`src/rtl/uart_tx_mmio.sv`:
```
// Memory-mapped UART transmitter: CPU writes fill a TX FIFO that is drained as 8N1 frames on tx.
// Optional even-parity bit between data and stop when UART_TX_PARITY_EN is defined.
module uart_tx_mmio #(
    parameter int CLKS_PER_BIT = 200,
    parameter int FIFO_DEPTH   = 16
) (
    input  logic        clock,
    input  logic        rst_n,
    input  logic        uartcs,
    input  logic        uartwrite,
    input  logic        uartread,
    input  logic [1:0]  uartaddr,
    input  logic [15:0] uartwdata,
    output logic [15:0] uartrdata,
    output logic        tx,
    output logic        busy
);

    localparam int BW   = $clog2(CLKS_PER_BIT);
    localparam int PW   = $clog2(FIFO_DEPTH);
    localparam int CNTW = PW + 1;
    localparam logic [BW-1:0]   BAUD_LAST = BW'(CLKS_PER_BIT - 1);
    localparam logic [CNTW-1:0] DEPTH_C   = CNTW'(FIFO_DEPTH);

    typedef enum logic [2:0] {
        S_IDLE   = 3'd0,
        S_START  = 3'd1,
        S_DATA   = 3'd2,
        S_PARITY = 3'd3,
        S_STOP   = 3'd4
    } state_t;

    function automatic logic even_parity(input logic [7:0] d);
        return ^d;
    endfunction

    logic [7:0]      r_mem [FIFO_DEPTH];
    logic [PW-1:0]   r_wr_ptr;
    logic [PW-1:0]   r_rd_ptr;
    logic [CNTW-1:0] r_count;
    logic            r_ovf;
    state_t          r_state;
    state_t          w_state_next;
    logic [BW-1:0]   r_baud;
    logic [BW-1:0]   w_baud_next;
    logic [2:0]      r_bit;
    logic [2:0]      w_bit_next;
    logic [7:0]      r_shift;
    logic [7:0]      w_shift_next;
    logic            r_tx;
    logic            w_tx_next;
    logic            w_pop;
    logic            w_push_req;
    logic            w_push;
    logic            w_full;
    logic            w_empty;
    logic            w_stat_rd;
    logic            w_baud_done;
    logic [7:0]      w_head;
    logic [7:0]      w_cnt8;
    logic [15:0]     w_status;
    logic            w_unused_wdata;
`ifdef UART_TX_PARITY_EN
    logic            r_par;
    logic            w_par_next;
`endif

    assign w_full         = (r_count == DEPTH_C);
    assign w_empty        = (r_count == {CNTW{1'b0}});
    assign w_push_req     = uartcs & uartwrite & (uartaddr == 2'b00);
    assign w_push         = w_push_req & ~w_full;
    assign w_stat_rd      = uartcs & uartread & (uartaddr == 2'b10);
    assign w_baud_done    = (r_baud == BAUD_LAST);
    assign w_head         = r_mem[r_rd_ptr];
    assign w_cnt8         = 8'(r_count);
    assign w_unused_wdata = &{1'b0, uartwdata[15:8]};
    assign tx             = r_tx;
    assign busy           = (r_state != S_IDLE) | ~w_empty;

`ifdef UART_TX_PARITY_EN
    assign w_status = {1'b1, w_cnt8[6:0], 4'b0000, r_ovf, busy, w_empty, w_full};
`else
    assign w_status = {w_cnt8, 4'b0000, r_ovf, busy, w_empty, w_full};
`endif

    // Read mux: only a selected status read drives the bus.
    always_comb begin
        uartrdata = 16'h0000;
        if (w_stat_rd) begin
            uartrdata = w_status;
        end else begin
            uartrdata = 16'h0000;
        end
    end

    // FIFO storage; contents need no reset because count gates every read.
    always_ff @(posedge clock) begin
        if (w_push) begin
            r_mem[r_wr_ptr] <= uartwdata[7:0];
        end
    end

    // FIFO pointers, occupancy and sticky overflow flag.
    always_ff @(posedge clock or negedge rst_n) begin
        if (!rst_n) begin
            r_wr_ptr <= {PW{1'b0}};
            r_rd_ptr <= {PW{1'b0}};
            r_count  <= {CNTW{1'b0}};
            r_ovf    <= 1'b0;
        end else begin
            if (w_push) begin
                r_wr_ptr <= r_wr_ptr + PW'(1);
            end
            if (w_pop) begin
                r_rd_ptr <= r_rd_ptr + PW'(1);
            end
            case ({w_push, w_pop})
                2'b10:   r_count <= r_count + CNTW'(1);
                2'b01:   r_count <= r_count - CNTW'(1);
                default: r_count <= r_count;
            endcase
            // A drop in the same cycle as the status read must stay visible.
            if (w_push_req && w_full) begin
                r_ovf <= 1'b1;
            end else if (w_stat_rd) begin
                r_ovf <= 1'b0;
            end
        end
    end

    // Serializer state and datapath registers; tx is registered for a glitch-free line.
    always_ff @(posedge clock or negedge rst_n) begin
        if (!rst_n) begin
            r_state <= S_IDLE;
            r_baud  <= {BW{1'b0}};
            r_bit   <= 3'd0;
            r_shift <= 8'h00;
            r_tx    <= 1'b1;
`ifdef UART_TX_PARITY_EN
            r_par   <= 1'b0;
`endif
        end else begin
            r_state <= w_state_next;
            r_baud  <= w_baud_next;
            r_bit   <= w_bit_next;
            r_shift <= w_shift_next;
            r_tx    <= w_tx_next;
`ifdef UART_TX_PARITY_EN
            r_par   <= w_par_next;
`endif
        end
    end

    // Next-state logic; tx is derived from the state being entered so it changes on that edge.
    always_comb begin
        w_state_next = r_state;
        w_baud_next  = r_baud;
        w_bit_next   = r_bit;
        w_shift_next = r_shift;
        w_pop        = 1'b0;
        w_tx_next    = 1'b1;
`ifdef UART_TX_PARITY_EN
        w_par_next   = r_par;
`endif
        case (r_state)
            S_IDLE: begin
                w_baud_next = {BW{1'b0}};
                w_bit_next  = 3'd0;
                if (!w_empty) begin
                    w_pop        = 1'b1;
                    w_shift_next = w_head;
                    w_state_next = S_START;
`ifdef UART_TX_PARITY_EN
                    w_par_next   = even_parity(w_head);
`endif
                end else begin
                    w_state_next = S_IDLE;
                end
            end
            S_START: begin
                if (w_baud_done) begin
                    w_baud_next  = {BW{1'b0}};
                    w_bit_next   = 3'd0;
                    w_state_next = S_DATA;
                end else begin
                    w_baud_next = r_baud + BW'(1);
                end
            end
            S_DATA: begin
                if (w_baud_done) begin
                    w_baud_next = {BW{1'b0}};
                    if (r_bit == 3'd7) begin
`ifdef UART_TX_PARITY_EN
                        w_state_next = S_PARITY;
`else
                        w_state_next = S_STOP;
`endif
                    end else begin
                        w_bit_next   = r_bit + 3'd1;
                        w_shift_next = {1'b0, r_shift[7:1]};
                    end
                end else begin
                    w_baud_next = r_baud + BW'(1);
                end
            end
`ifdef UART_TX_PARITY_EN
            S_PARITY: begin
                if (w_baud_done) begin
                    w_baud_next  = {BW{1'b0}};
                    w_state_next = S_STOP;
                end else begin
                    w_baud_next = r_baud + BW'(1);
                end
            end
`endif
            S_STOP: begin
                if (w_baud_done) begin
                    w_baud_next  = {BW{1'b0}};
                    w_state_next = S_IDLE;
                end else begin
                    w_baud_next = r_baud + BW'(1);
                end
            end
            default: begin
                w_state_next = S_IDLE;
                w_baud_next  = {BW{1'b0}};
            end
        endcase

        case (w_state_next)
            S_START: w_tx_next = 1'b0;
            S_DATA:  w_tx_next = w_shift_next[0];
`ifdef UART_TX_PARITY_EN
            S_PARITY: w_tx_next = w_par_next;
`endif
            default: w_tx_next = 1'b1;
        endcase
    end

endmodule

```
`config.mk`:
```
export PLATFORM = sky130hd
export DESIGN_NAME = uart_tx_mmio
export DESIGN_NICKNAME = d
export VERILOG_FILES = /design/src/rtl/uart_tx_mmio.sv
export SDC_FILE = /design/constraint.sdc
export NUM_CORES = 1
export LEC_CHECK = 0
export CAP_MARGIN = 0
export CORE_MARGIN = 5
export CORE_UTILIZATION = 60
export DETAILED_ROUTE_END_ITERATION = 8
export PLACE_DENSITY = 0.8
export RECOVER_POWER = 100
export SYNTH_ARGS = -nofsm -noshare
export SYNTH_HDL_FRONTEND = slang
export SYNTH_SLANG_ARGS = --single-unit
```
`constraint.sdc`:
```
create_clock -name clock -period 7.2 [get_ports clock]
set_input_delay 1.8 -clock clock [delete_from_list [all_inputs] [get_ports clock]]
set_output_delay 1.8 -clock clock [all_outputs]
set_load 0.02 [all_outputs]
```
Yosys cells after proc, flatten, opt, wreduce, memory -nomap -nowiden

Memories as Yosys holds them, arrays and structs flattened.
Cells that the tools add are included.
W data, S select, Z words.

Bits in registers: 37
Memory bits (writable): 128
Bits of input ports: 23
Output and inout bits: 18
Logic and storage cells: 77
Memories: 1

Add/subtract/negate cells: 6
Equal/unequal tests: 15
Muxes and demuxes: 25
Bitwise gates (word level): 8
Reduce and logical (&&, ||, !) cells: 12

Memory list:

| memory | depth | bits a word | rd ports | clocked after memory_dff | wr ports | line | text |
|---|---|---|---|---|---|---|---|
| r_mem  | 16    | 8           | 1        | 0                        | 1        | 37   | `logic [7:0] r_mem [FIFO_DEPTH];` |

Operators by type and width:

| cell                  | count |
|---|---|
| $mux W8               | 5 |
| $mux W3               | 7 |
| $pmux W8 S2           | 1 |
| $mux W13              | 1 |
| $pmux W3 S4           | 1 |
| $pmux W5 S2           | 1 |
| $pmux W3 S3           | 1 |
| $add A4 B1 Y4 const B | 2 |
| $add A8 B1 Y8 const B | 1 |
| $eq A8 B8 Y1 const B  | 1 |
| $ne A2 B2 Y1 const B  | 4 |
| $reduce_and A4 Y1     | 2 |
| $mux W1               | 7 |
| $eq A3 B1 Y1 const B  | 2 |
| $eq A3 B2 Y1 const B  | 2 |
| $eq A3 B3 Y1 const B  | 2 |
| $reduce_bool A2 Y1    | 3 |
| $reduce_bool A3 Y1    | 2 |
| $add A5 B1 Y5 const B | 1 |
| $and A1 B1 Y1         | 5 |
| $eq A5 B5 Y1 const B  | 1 |
| $logic_not A5 Y1      | 1 |
| $sub A5 B1 Y5 const B | 1 |
| $eq A2 B2 Y1 const B  | 2 |
| 9 further kinds       | 10 |

Logic depth before layout (Yosys ltp)

Depth in word-level cells: 6
Mapped depth: 13
Gate-level depth less buffers: 10

Least setup slack after synthesis

OpenSTA, ideal clock, no wires.

Kind: input port to output port
From: input port uartcs
To: output port uartrdata[0]
Arrival time: 2.578 ns
Required time: 5.400 ns
Slack: 2.822 ns
Stages on the path: 3
Path buffers: 0
Cells stage by stage: nor2b_1 nand3_1 nor3_1

Word-level cells in the longest chain between the ends: 3

Ends and longest elaborated chain:

| element                     | line | text |
|---|---|---|
| start: declaration          | 9    | `input logic uartcs,` |
| $and A1 B1 Y1 (2 in series) | 72   | `assign w_stat_rd = uartcs & uartread & (uartaddr == 2'b10);` |
| $mux W13                    | 89   | `if (w_stat_rd) begin` |
| end: declaration            | 14   | `output logic [15:0] uartrdata,` |

No other way between the ends.

Final worst setup path

From: input port uartaddr[0]
To: output port uartrdata[9]

Word-level cells in the longest chain between the ends: 3

Ends and longest elaborated chain:

| element            | line | text |
|---|---|---|
| start: declaration | 12   | `input logic [1:0] uartaddr,` |
| $eq A2 B2 Y1       | 72   |  |
| $and A1 B1 Y1      | 72   |  |
| $mux W13           | 89   |  |

No other way between the ends.

==> impl_metrics.env <==
export IMPL_status="complete, but fails checks"
export IMPL_violations="capacitance limit, slew limit"
export IMPL_max_cap_violations=1
export IMPL_leakagePower_nw=2.71
export IMPL_drt_iter0_drc=382
export IMPL_grt_max_degree=38
export IMPL_ys_ff_latch=165
export IMPL_start_util_pct=61.5
export IMPL_critPathArrivalTime_ns=3.58
export IMPL_vdd_ir_drop_worst_v=0.000227
export IMPL_reg2reg_from="r_count[1]"
export IMPL_timing_hold_ws_ns=0.464
export IMPL_worstSetupEndpointType="output port"
export IMPL_setup_tns_ns=0
export IMPL_slew_viol_final=38
export IMPL_finClkSkew_ns=0.00756
export IMPL_rows=39
export IMPL_cts_buffer_depth=2
export IMPL_synth_area_top_cells="edfxtp_1, dfrtp_1, mux4_2"
export IMPL_dp_hpwl_mm=8.16
export IMPL_fmax_mhz=186
export IMPL_synth_avg_cell_area_um2=16.2
export IMPL_synth_main_ff_cell="edfxtp_1"
export IMPL_synth_edf_count=128
export IMPL_path_class="in -> out"
export IMPL_slew_limit_headroom_pct=-34.9
export IMPL_cp_cell_sequence="dlygate4sd3_1 > nor2b_1 > and3_1 > and2_2 > dlygate4sd3_1"
export IMPL_die_area_um2=14000
export IMPL_cp_startpoint="uartaddr[0]"
export IMPL_cp_slowest_cell="dlygate4sd3_1"
export IMPL_async_flop_share_pct=22.4
export IMPL_drt_pass1_iter_count=5
export IMPL_clk_latency_ns=0.42
export IMPL_io_buffers=25
export IMPL_synthCells=436
export IMPL_synth_most_common_cell="edfxtp_1"
export IMPL_grt_overflow=0
export IMPL_die_w_um=118
export IMPL_io_pins=41
export IMPL_totalPowerFinal_mw=2.41
export IMPL_synthTopCellsByCount="edfxtp_1, dfrtp_1, nor2_1"
export IMPL_worstHoldPathCells=1
export IMPL_ctsHoldBuffers=0
export IMPL_routed_wl_mm=13.0
export IMPL_worst_slew_pin_slew_ns=2.02
export IMPL_coreArea_um2=11500
export IMPL_clock_root_buffer="clkbuf_16"
export IMPL_final_hold_violation_count=0
export IMPL_final_cell_area_um2=7900
export IMPL_wl_per_cell_um=21.0
export IMPL_critPathLaunchType="primary input"
export IMPL_yosys_area_top_type="edfxtp_1"
export IMPL_drive_gt1_share_pct=14.3
export IMPL_vias_per_cell=6.14
export IMPL_synth_cell_types=60
export IMPL_num_vias=3807
export IMPL_ant_nets=0
export IMPL_period_share_pct=74.8
export IMPL_hold_start="r_baud[0]"
export IMPL_powerDensity_nw_per_um2=305
export IMPL_ys_seq_area_share_pct=67.6
export IMPL_crit_path_frequent_cell="dlygate4sd3_1"
export IMPL_place_congestion=0.806
export IMPL_post_cts_setup_buffers=0
export IMPL_required_ns=5.40
export IMPL_antennaDiodeCount=0
export IMPL_hold_class="reg -> reg"
export IMPL_reg2regPathDepth=10
export IMPL_cts_tree="yes"
export IMPL_cp_max_fo=5
export IMPL_gr_usage_all_layers_pct=19.3
export IMPL_area_growth_pct=11.9
export IMPL_die_h_um=118
export IMPL_antenna_found_initial=0
export IMPL_cts_buffers=17
export IMPL_postPlaceCellArea_um2=7390
export IMPL_syn_area_um2=7060
export IMPL_cts_resized=0
export IMPL_cp_top_family="buffers and inverters"
export IMPL_cp_depth=5
export IMPL_drc=0
export IMPL_synth_warnings=0
export IMPL_cpPeakStageDelay_ns=0.67
export IMPL_rsz0062_at_grt="false"
export IMPL_first_global_vias=3776
export IMPL_setup_viol=0
export IMPL_clkTransAtPathRegs_ns=0.06
export IMPL_final_nets=498
export IMPL_cts_sinks=165
export IMPL_synth_top_area_share_pct=54.5
export IMPL_cts_max_level=4
export IMPL_grt_pass1_wl_mm=20.8
export IMPL_crit_buf_inv=2
export IMPL_fin_crit_ns=5.38
-- flip-flops by register name (all words and copies together), names as in the netlist --
signal    cells
tx            1
r_bit         3
r_state       3
r_shift       8
r_rd_ptr      4
r_mem       128
r_ovf         1
r_wr_ptr      4
r_baud        8
r_count       5
-- where the power goes --
group	switching, mW	internal, mW
Sequential	0.0936	1.11
Clock	0.366	0.514
Combinational	0.178	0.149
Total	0.638	1.77
-- kinds of logic after synthesis --
logic type	after synthesis	share of synthesized area, %
simple gates	103	7.64
xor+xnor	18	2.23
mux	49	11.8
buf+inv	39	2.96
other cells	1	0.0531
flops	165	67.6
fa+ha+maj	11	1.95
compound gates	50	5.76
-- cell usage in the layout (no fill, tap or decap), types with 3 or more instances in the layout --
cell	netlist	layout
nor2_1	28	29
mux2i_1	19	19
ha_1	11	11
nor3_1	9	9
nand4_1	3	3
a22o_1	3	3
nand2_1	20	20
edfxtp_1	128	128
nand3_1	10	10
o211ai_1	1	3
dfrtp_1	36	35
mux2_2	3	3
mux4_2	27	27
xor2_1	9	9
and3_1	4	4
dlygate4sd3_1	0	20
o22ai_1	5	5
xnor2_1	9	9
a221o_1	6	6
buf_4	11	3
clkinvlp_4	0	4
a22oi_1	4	4
a31oi_1	3	3
clkbuf_16	0	17
nand2b_1	4	4
nor2b_1	4	4
a21oi_1	8	8
clkbuf_1	8	6
conb_1	1	7
inv_6	0	4
inv_1	9	10
o21ai_0	5	6
nand3b_1	4	4
and2_1	5	4
clkdlybuf4s50_1	0	4
-- worst reg2reg max path, cell delays in order (launching register included) --
cell and delay, ns:
dfrtp_1 0.47, or4_1 0.73, o21ai_0 0.59, inv_1 0.29
ha_1 0.39, xor2_1 0.19, ha_1 0.25, or3b_2 0.46
a21oi_1 0.15, o21ai_0 0.11, xnor2_1 0.13
-- final cells by class --
| cell class | count | area [µm²] |
|---|---|---|
| clock inverter | 14 | 151 |
| multi-input combinational | 238 | 2040 |
| clock buffer | 18 | 429 |
| tap | 143 | 179 |
| fill | 731 | 3570 |
| sequential | 165 | 4770 |
| inverter | 10 | 37.5 |
| timing repair buffer | 32 | 282 |
-- stage by stage --
step | instances | setup slack [ns] | util (%)
floorplan | 442 | 2.82 | -
global placement | 588 | 1.97 | 64.4
detailed placement | 588 | 1.94 | 64.4
CTS | 620 | 1.94 | 69.5
global route | 620 | 1.66 | 68.8
finish | 620 | 1.82 | 68.8
-- routing by layer --
layer	up-vias	routed length (µm)	global-route usage, %	share of wire, %
li1	1725	-	-	-
met5	-	0	0	0
met4	0	108	5.24	0.83
met3	10	731	5.68	5.6
met2	114	6850	31.5	53
met1	1958	5330	25.7	41
-- worst paths after layout --
kind | to | slack [ns]
max reg2reg | r_count[4] | 3.32
min in group asynchronous | r_baud[3] | 1.95
min reg2reg | r_baud[0] | 0.46
max | uartrdata[9] | 1.82
min | r_baud[0] | 0.46
max in group asynchronous | r_rd_ptr[2] | 3.94
Power figures use the tool's default switching activity.
==> RTL change: new RTL, config.mk and constraints unchanged <==
Set the parameter `CLKS_PER_BIT` to 100 (it was 200).
--- a/src/rtl/uart_tx_mmio.sv
+++ b/src/rtl/uart_tx_mmio.sv
@@ -3,3 +3,3 @@
 module uart_tx_mmio #(
-    parameter int CLKS_PER_BIT = 200,
+    parameter int CLKS_PER_BIT = 100,
     parameter int FIFO_DEPTH   = 16
Check against the original RTL: same outputs for any inputs over 10 cycles, from zero or initial values and one cycle with rst_n low; that may be too few to reach the edited logic, so the function may still have changed.
==> RTL change against the original RTL <==
The run still ends with capacitance limit, slew limit left; count of clock-buffer cells in the layout increased by 2; sequential cell count decreased by 1; utilization decreased by 0.47 points; wire length decreased by 4.2%; total power decreased by 2.1%; worst setup slack got worse by 0.16 ns; design area decreased by 0.68%; non-clock buffer count decreased by 2; synthesized area decreased by 0.50%; global-route usage decreased by 0.20 points; critical path type unchanged.
==> RTL change: results (changes against the original RTL) <==
[final_layout]
fillers=763  ; was 731
multi_input_area_mm2=0.00207  ; was 0.00204 mm^2
drive_gt1_frac=0.158  ; was 0.143
largestRegisters=r_mem (128), r_shift (8), r_baud (7)  ; was r_mem (128), r_baud (8), r_shift (8)

[placement]
gp_congestion=0.809  ; was 0.806
dp_hpwl_um=7750  ; was 8160 um

[setup_path]
cp_max_fo=7  ; was 5
endpoint=uartrdata[0]  ; was uartrdata[9]
r2r_setup_slack_ns=3.48  ; was 3.32 ns
worst_ep_arrival_time_ns=3.74  ; was 3.58 ns

[global_routing]
grt_pass1_wl_um=20400  ; was 20,800 um
met1_usage=0.261  ; was 0.257
use_met2=0.299  ; was 0.315
first_global_vias=3718  ; was 3,776
gr-usage-all-layers=0.191  ; was 0.193
use_met3=0.0544  ; was 0.0568
grt_max_degree=37  ; was 38

[drt]
routed-via-count=3647  ; was 3,807
routedWlPerCell_um=20.6  ; was 21.0 um
met1_length_um=5240  ; was 5330 um
first_iter_violations=392  ; was 382

[synthesis]
ys_types=59  ; was 60
synth_mux_area_frac=0.127  ; was 0.118
synth_xor_area_frac=0.0225  ; was 0.0223
syn-mean-instance-area_um2=16.7  ; was 16.2 um^2
synthAdderAreaFrac=0.0196  ; was 0.0195
netlist_top_cells_count=edfxtp_1 (128), dfrtp_1 (35), mux4_2 (31), nor2_1 (25)  ; was edfxtp_1 (128), dfrtp_1 (36), nor2_1 (28), mux4_2 (27), nand2_1 (20)
synth-seq-area-share=0.676  ; about the same

[timing]
fin_worst_skew_ns=0.0123  ; was 0.00756 ns
slew_violations=72  ; was 38
tightestPinTransition_ns=1.96  ; was 2.02 ns

[power]
pg_clk_mw=0.830  ; was 0.880 mW
p_seq_frac=0.511  ; was 0.499
p_leak_nw=2.71  ; about the same
p_switching_mw=0.623  ; was 0.638 mW

[run_status]
status=complete, but fails checks  ; unchanged
failed_checks=capacitance limit, slew limit  ; unchanged

[flow_run]
maxCapViolations=2  ; was 1

## RTL change: cell types whose count changed in the layout (fill, tap and decap cells not counted), sizes merged, moves of 3 or more
cell,unedited run,this run
nand3,10,4
o21ai,6,11
mux4,27,31
a22o,3,0
a22oi,4,1
clkinvlp,4,1
nand2,20,17
nor2,29,26
o22ai,5,8
o41ai,0,3
or2,0,3
## RTL change: worst min-delay path by stage
stage                     depth (start not counted)  slack (ns)             endpoint                 from
after floorplan                                   1        0.43  r_baud[0]$_DFF_PN0_  r_baud[0]$_DFF_PN0_
after global placement                            1        0.44  r_baud[0]$_DFF_PN0_  r_baud[0]$_DFF_PN0_
after detailed placement                          1        0.46  r_baud[0]$_DFF_PN0_  r_baud[0]$_DFF_PN0_
after CTS                                         1        0.46  r_baud[0]$_DFF_PN0_  r_baud[0]$_DFF_PN0_
after global routing                              1        0.48  r_baud[0]$_DFF_PN0_  r_baud[0]$_DFF_PN0_
final                                             1        0.46  r_baud[0]$_DFF_PN0_  r_baud[0]$_DFF_PN0_
## RTL change: per-stage QoR
step,setup slack [ns],hold WS (ns)
after floorplan,2.89,0.425
after global placement,1.86,0.440
after global routing,1.51,0.481
final,1.66,0.457
after CTS,1.78,0.464
after detailed placement,1.79,0.457
## RTL change: critical path, cell delays in order
cell	delay, ns
dlygate4sd3_1	0.54
nor2b_1	0.26
and3_1	0.29
and3_1	0.17
dlygate4sd3_1	0.68
## RTL change: final cells by class
| type | count | share of cell area |
|---|---|---|
| Multi-Input combinational cell | 225 | 0.264 |
| Timing Repair Buffer | 30 | 0.0340 |
| Clock inverter | 12 | 0.0132 |
| Inverter | 11 | 0.00527 |
| Tap cell | 143 | 0.0228 |
| Sequential cell | 164 | 0.605 |
| Clock buffer | 20 | 0.0557 |
